<file path="src/rtl/pixel_combinator.sv">
// pixel_combinator
// Consumer end of the per-engine reorder queues. Walks the frame in raster
// order and presents each coordinate on the shared check bus. It then waits
// for an engine queue to report a front-of-queue match, and emits the popped
// colour as a video stream beat carrying SOF (tuser) and EOL (tlast).
//
// Optional feature: define PIXCOMB_WATCHDOG_EN to enable the WAIT watchdog.
// When a coordinate sees no match for TIMEOUT_CYCLES cycles, the block emits
// a black pixel and sets err_timeout. Without the macro, WAIT holds
// indefinitely and err_timeout is tied to 0.
//
// Ports
//   clk, reset        clock; synchronous active-high reset
//   run               level; permits a frame to start, sampled again only at frame end
//   match_i           per-queue front-of-queue match
//   colour_i          per-queue colour, queue k at [k*RGB_SIZE +: RGB_SIZE]
//   xpixel_check_o    check bus x, all-ones when parked
//   ypixel_check_o    check bus y, all-ones when parked
//   tdata/tvalid/tready/tuser/tlast  video stream toward the frame writer
//   frame_done        1-cycle pulse after the handshake of the last pixel
//   err_multi         sticky: more than one queue matched in WAIT
//   err_timeout       sticky: watchdog fired
//   state_dbg         current FSM state (IDLE=0, WAIT=1, CAPT=2, EMIT=3)
//
// Stream handshake: a beat transfers on a rising edge where tvalid && tready.
// Once tvalid is high, tdata/tuser/tlast hold stable until that transfer.
// tvalid never depends combinationally on tready.
module pixel_combinator #(
  parameter int NUM_ENG        = 4,
  parameter int DATA_WIDTH     = 10,
  parameter int RGB_SIZE       = 24,
  parameter int IMG_W          = 640,
  parameter int IMG_H          = 480,
  parameter int TIMEOUT_CYCLES = 4096
) (
  input  logic                        clk,
  input  logic                        reset,
  input  logic                        run,
  input  logic [NUM_ENG-1:0]          match_i,
  input  logic [NUM_ENG*RGB_SIZE-1:0] colour_i,
  output logic [DATA_WIDTH-1:0]       xpixel_check_o,
  output logic [DATA_WIDTH-1:0]       ypixel_check_o,
  output logic [RGB_SIZE-1:0]         tdata,
  output logic                        tvalid,
  input  logic                        tready,
  output logic                        tuser,
  output logic                        tlast,
  output logic                        frame_done,
  output logic                        err_multi,
  output logic                        err_timeout,
  output logic [1:0]                  state_dbg
);

  localparam int SEL_W = (NUM_ENG > 1) ? $clog2(NUM_ENG) : 1;
  localparam logic [DATA_WIDTH-1:0] X_LAST = DATA_WIDTH'(IMG_W - 1);
  localparam logic [DATA_WIDTH-1:0] Y_LAST = DATA_WIDTH'(IMG_H - 1);

  typedef enum logic [1:0] {S_IDLE, S_WAIT, S_CAPT, S_EMIT} state_t;

  state_t                state, state_next;
  logic [DATA_WIDTH-1:0] x, y;
  logic [SEL_W-1:0]      sel, low_idx;
  logic                  any_match, multi_match;
  logic                  handshake, last_x, last_px;
  logic                  wd_fire;

  assign any_match   = |match_i;
  // A value with two or more bits set keeps a bit after clearing its lowest one.
  assign multi_match = (match_i & (match_i - NUM_ENG'(1))) != '0;
  assign handshake   = (state == S_EMIT) && tvalid && tready;
  assign last_x      = (x == X_LAST);
  assign last_px     = last_x && (y == Y_LAST);
  assign state_dbg   = state;

  // The coordinate is visible only in WAIT and CAPT. Parking it elsewhere
  // keeps every queue from popping while there is nowhere to put the colour.
  // It stays driven in CAPT so that the pop on the falling edge after the
  // match lands on colour_i before CAPT samples it.
  assign xpixel_check_o = (state == S_WAIT || state == S_CAPT) ? x : '1;
  assign ypixel_check_o = (state == S_WAIT || state == S_CAPT) ? y : '1;

  // Lowest-index matching queue wins.
  always_comb begin
    low_idx = '0;
    for (int i = NUM_ENG - 1; i >= 0; i--) begin
      if (match_i[i]) low_idx = SEL_W'(i);
    end
  end

  always_comb begin
    state_next = state;
    case (state)
      S_IDLE: if (run) state_next = S_WAIT;
      S_WAIT: if (any_match || wd_fire) state_next = S_CAPT;
      S_CAPT: state_next = S_EMIT;
      S_EMIT: if (handshake) state_next = (last_px && !run) ? S_IDLE : S_WAIT;
      default: state_next = S_IDLE;
    endcase
  end

`ifdef PIXCOMB_WATCHDOG_EN
  logic [31:0] wd_cnt;
  logic        forced;

  // The counter is held at zero outside WAIT, so it reads zero on entry to WAIT.
  assign wd_fire = (state == S_WAIT) && !any_match &&
                   (wd_cnt == 32'(TIMEOUT_CYCLES - 1));

  always_ff @(posedge clk) begin
    if (reset) begin
      wd_cnt      <= '0;
      forced      <= 1'b0;
      err_timeout <= 1'b0;
    end else begin
      wd_cnt <= (state == S_WAIT) ? wd_cnt + 32'd1 : '0;
      if (state == S_WAIT) begin
        if (any_match) begin
          forced <= 1'b0;
        end else if (wd_fire) begin
          forced      <= 1'b1;
          err_timeout <= 1'b1;
        end
      end
    end
  end
`else
  assign wd_fire     = 1'b0;
  assign err_timeout = 1'b0;
`endif

  always_ff @(posedge clk) begin
    if (reset) begin
      state      <= S_IDLE;
      x          <= '0;
      y          <= '0;
      sel        <= '0;
      tdata      <= '0;
      tvalid     <= 1'b0;
      tuser      <= 1'b0;
      tlast      <= 1'b0;
      frame_done <= 1'b0;
      err_multi  <= 1'b0;
    end else begin
      state      <= state_next;
      frame_done <= handshake && last_px;
      case (state)
        S_WAIT: begin
          if (any_match) begin
            sel <= low_idx;
            if (multi_match) err_multi <= 1'b1;
          end
        end
        S_CAPT: begin
`ifdef PIXCOMB_WATCHDOG_EN
          tdata <= forced ? '0 : colour_i[sel*RGB_SIZE +: RGB_SIZE];
`else
          tdata <= colour_i[sel*RGB_SIZE +: RGB_SIZE];
`endif
          tvalid <= 1'b1;
          tuser  <= (x == '0) && (y == '0);
          tlast  <= last_x;
        end
        S_EMIT: begin
          if (handshake) begin
            tvalid <= 1'b0;
            if (last_x) begin
              x <= '0;
              y <= (y == Y_LAST) ? '0 : y + 1'b1;
            end else begin
              x <= x + 1'b1;
            end
          end
        end
        default: ;
      endcase
    end
  end

endmodule

</file>
<file path="config.mk">
export PLATFORM = sky130hd
export DESIGN_NAME = pixel_combinator
export DESIGN_NICKNAME = d
export VERILOG_FILES = /design/src/rtl/pixel_combinator.sv
export SDC_FILE = /design/constraint.sdc
export NUM_CORES = 1
export LEC_CHECK = 0
export BUFFER_PORTS_ARGS = -buffer_cell sky130_fd_sc_hd__buf_2
export CAP_MARGIN = 10
export CORE_ASPECT_RATIO = 0.7
export CORE_MARGIN = 5
export CORE_UTILIZATION = 40
export CTS_BUF_LIST = sky130_fd_sc_hd__clkbuf_4
export DETAILED_ROUTE_END_ITERATION = 16
export PLACE_DENSITY = 0.74
export SLEW_MARGIN = 20
export SYNTH_ARGS = -nofsm -noshare
export SYNTH_HDL_FRONTEND = slang
export SYNTH_SLANG_ARGS = --single-unit
</file>
<file path="constraint.sdc">
create_clock -name clk -period 3 [get_ports clk]
set_input_delay 0.3 -clock clk [delete_from_list [all_inputs] [get_ports clk]]
set_output_delay 0.3 -clock clk [all_outputs]
set_load 0.05 [all_outputs]
</file>
==> impl_metrics.env <==
export IMPL_status="completed"
export IMPL_yosysTopAreaCell="dfxtp_1"
export IMPL_ys_types=47
export IMPL_final_util_pct=53.39
export IMPL_wl_mm=8.943
export IMPL_powerDensity_nw_per_um2=984.7
export IMPL_synth_edff_count=0
export IMPL_critPathCaptureType="output pin"
export IMPL_ir_worst_vdd_uv=1113
export IMPL_grt_start_max_net_pins=30
export IMPL_critPathLaunchType="flop"
export IMPL_critPathSlowestCell="ha_1"
export IMPL_cts_buffers=5
export IMPL_n_antenna_cell=0
export IMPL_grt_pass1_wl_mm=14.29
export IMPL_synth_top_cells_by_area="dfxtp_1 34%, mux4_2 18%, mux2i_1 8.1%"
export IMPL_ys_ff_latch=53
export IMPL_drive_gt1_share_pct=42.32
export IMPL_p_switching_w=0.002173
export IMPL_ys_warn_count=0
export IMPL_slowest_delay_ns=0.69
export IMPL_drtPass1Iterations=4
export IMPL_wl_per_cell_um=16.14
export IMPL_setup_violations=0
export IMPL_switching_share_pct=55.96
export IMPL_core_area_um2=7385
export IMPL_num_io_pins=156
export IMPL_drv_slew=0
export IMPL_root_buffer="clkbuf_4"
export IMPL_tightest_slew_ns=0.8577
export IMPL_clock_latency_ns=0.37
export IMPL_p_clk_share_pct=10.5
export IMPL_rows=26
export IMPL_internal_power_w=0.001710
export IMPL_place_ws_ns=0.8382
export IMPL_die_w_um=114.8
export IMPL_die_area_um2=9570
export IMPL_comb_power_share_pct=64.9
export IMPL_r2r_cells=5
export IMPL_holdWs_ns=0.2585
export IMPL_hold_viol_final=0
export IMPL_die_h_um=83.36
export IMPL_worstPathRequired_ns=2.70
export IMPL_overflow=0
export IMPL_relSlewSlack_pct=42.82
export IMPL_syn_area_um2=3075
export IMPL_placed_area_um2=3862
export IMPL_clockBufferDepth=2
export IMPL_drc_errors=0
export IMPL_ys_seq_area_share_pct=34.50
export IMPL_worstPathCellList="inv_1, ha_1, nand2b_1, buf_2"
export IMPL_p_leak_nw=1.667
export IMPL_numClockSinks=53
export IMPL_drt_initial_drc_count=87
export IMPL_cts_resized_gates=0
export IMPL_critical_path_class="reg -> out"
export IMPL_period_minus_slack_ns=2.270
export IMPL_antenna_found_initial=0
export IMPL_port_buffers=154
export IMPL_syn_nets=431
export IMPL_fmaxAchievable_ghz=0.4405
export IMPL_detail_route_antenna_nets=0
export IMPL_htreeDepth=2
export IMPL_synthArstFlopShare_pct=0
export IMPL_fin_setup_tns_ns=0
export IMPL_synth_common_cells="53 x dfxtp_1, 33 x nor2_1, 25 x mux2i_1"
export IMPL_final_setup_skew_ns=0.01724
export IMPL_worstPathMaxFanout=21
export IMPL_pwr_share_seq_pct=24.6
export IMPL_cts_setup_buffers=0
export IMPL_via_per_inst=5.343
export IMPL_synthCells=319
export IMPL_syn2layout_area_growth_pct=28.19
export IMPL_synth_top_area_share_pct=34.50
export IMPL_rsz0062_at_grt="no"
export IMPL_grt_usage_pct=17.94
export IMPL_drv_cap=0
export IMPL_hold_path_class="in -> reg"
export IMPL_initial_core_util_pct=41.65
export IMPL_num_vias=2960
export IMPL_cts_hold_buf=0
export IMPL_hpwl_mm=7.039
export IMPL_setup_slack_ns=0.7297
export IMPL_synth_ff_type="dfxtp_1"
export IMPL_min_period_over_period_pct=75.68
export IMPL_stdcell_area_um2=3943
export IMPL_grt_pass1_vias=2958
export IMPL_nNetsFinal=567
export IMPL_routabilityCongestion=0.8814
export IMPL_avgSynthCellArea_um2=9.641
export IMPL_worstPathArrival_ns=1.97
export IMPL_hold_depth=3
export IMPL_clkTransAtPathRegs_ns=0.16
export IMPL_synth_most_common_cell="dfxtp_1"
export IMPL_cts_tree="yes"
## layout make-up
cell class,count,area [µm²]
clock buffers,6,45.04
repair buffers,155,778.2
inverters,12,45.04
fillers,685,3442
well taps,98,122.6
multi-input cells,228,1854
flip-flops and latches,53,1064
clock inverters,2,33.78
## state kept, by name, summed over array words and instances (netlist names)
signal and cells:
y 10, tlast 1, tuser 1, err_multi 1
state_dbg 2, tdata 24, tvalid 1, sel 2
x 10, frame_done 1
## logic make-up after synthesis
family                     share of synthesized area, %
buffers and inverters                             5.289
xor gates and xnor gates                          1.994
DFF                                               34.50
and+or+nand+nor                                   21.20
muxes                                             25.71
other                                            0.1219
adders and majority gates                         3.580
AOI/OAI and AO/OA                                 7.608
## routing by layer
layer	GRT usage (%)	up-vias	share of wire, %
li1	-	1433	-
met3	3.416	8	6.7
met4	3.945	0	0.82
met1	24.63	1410	44
met2	29.27	109	49
met5	0	-	0
## path summary, 6_finish.rpt
kind                                   start                end  slack [ns]
worst min-delay path              match_i[1]             sel[1]        0.26
worst max register to register  state_dbg[1]               y[5]        0.81
worst min register to register     err_multi          err_multi        0.46
worst max-delay path            state_dbg[1]  xpixel_check_o[5]        0.73
## power by group through the flow
| stage | clock network (W) | registers, W | logic (W) |
|---|---|---|---|
| detailed placement | 0 | 0.000980 | 0.00254 |
| finish | 0.000408 | 0.000957 | 0.00252 |
| global route | 0.000450 | 0.000988 | 0.00265 |
| floorplan | 0 | 0.00118 | 0.00178 |
| CTS | 0.000426 | 0.000963 | 0.00254 |
| global placement | 0 | 0.000962 | 0.00252 |
## per-stage QoR
step           instances  power, W
3_5_place_dp         546  0.003517
3_3_place_gp         546  0.003477
5_1_grt              554  0.004092
6_report             554  0.003882
4_1_cts              554  0.003932
2_1_floorplan        319  0.002962
## cells in the final DEF, fill, tap and decap left out, types with 5 or more instances in the layout
cell type / count
buf_2: 154
dfxtp_1: 51
nor2_1: 33
mux2i_1: 25
mux4_2: 24
nand2_1: 21
nand2b_1: 16
a21oi_1: 14
nand3_1: 12
inv_1: 11
nor3_1: 9
nand4_1: 7
ha_1: 7
o21ai_1: 6
clkbuf_4: 6
nor4_1: 5
## critical path: cells and delay by family (launching register included)
kind                       cells  cell delay, ns
and+or+nand+nor                1            0.12
adders and majority gates      1            0.69
buffers and inverters          2            0.34
DFF                            1            0.45
Power figures use the tool's default switching activity.
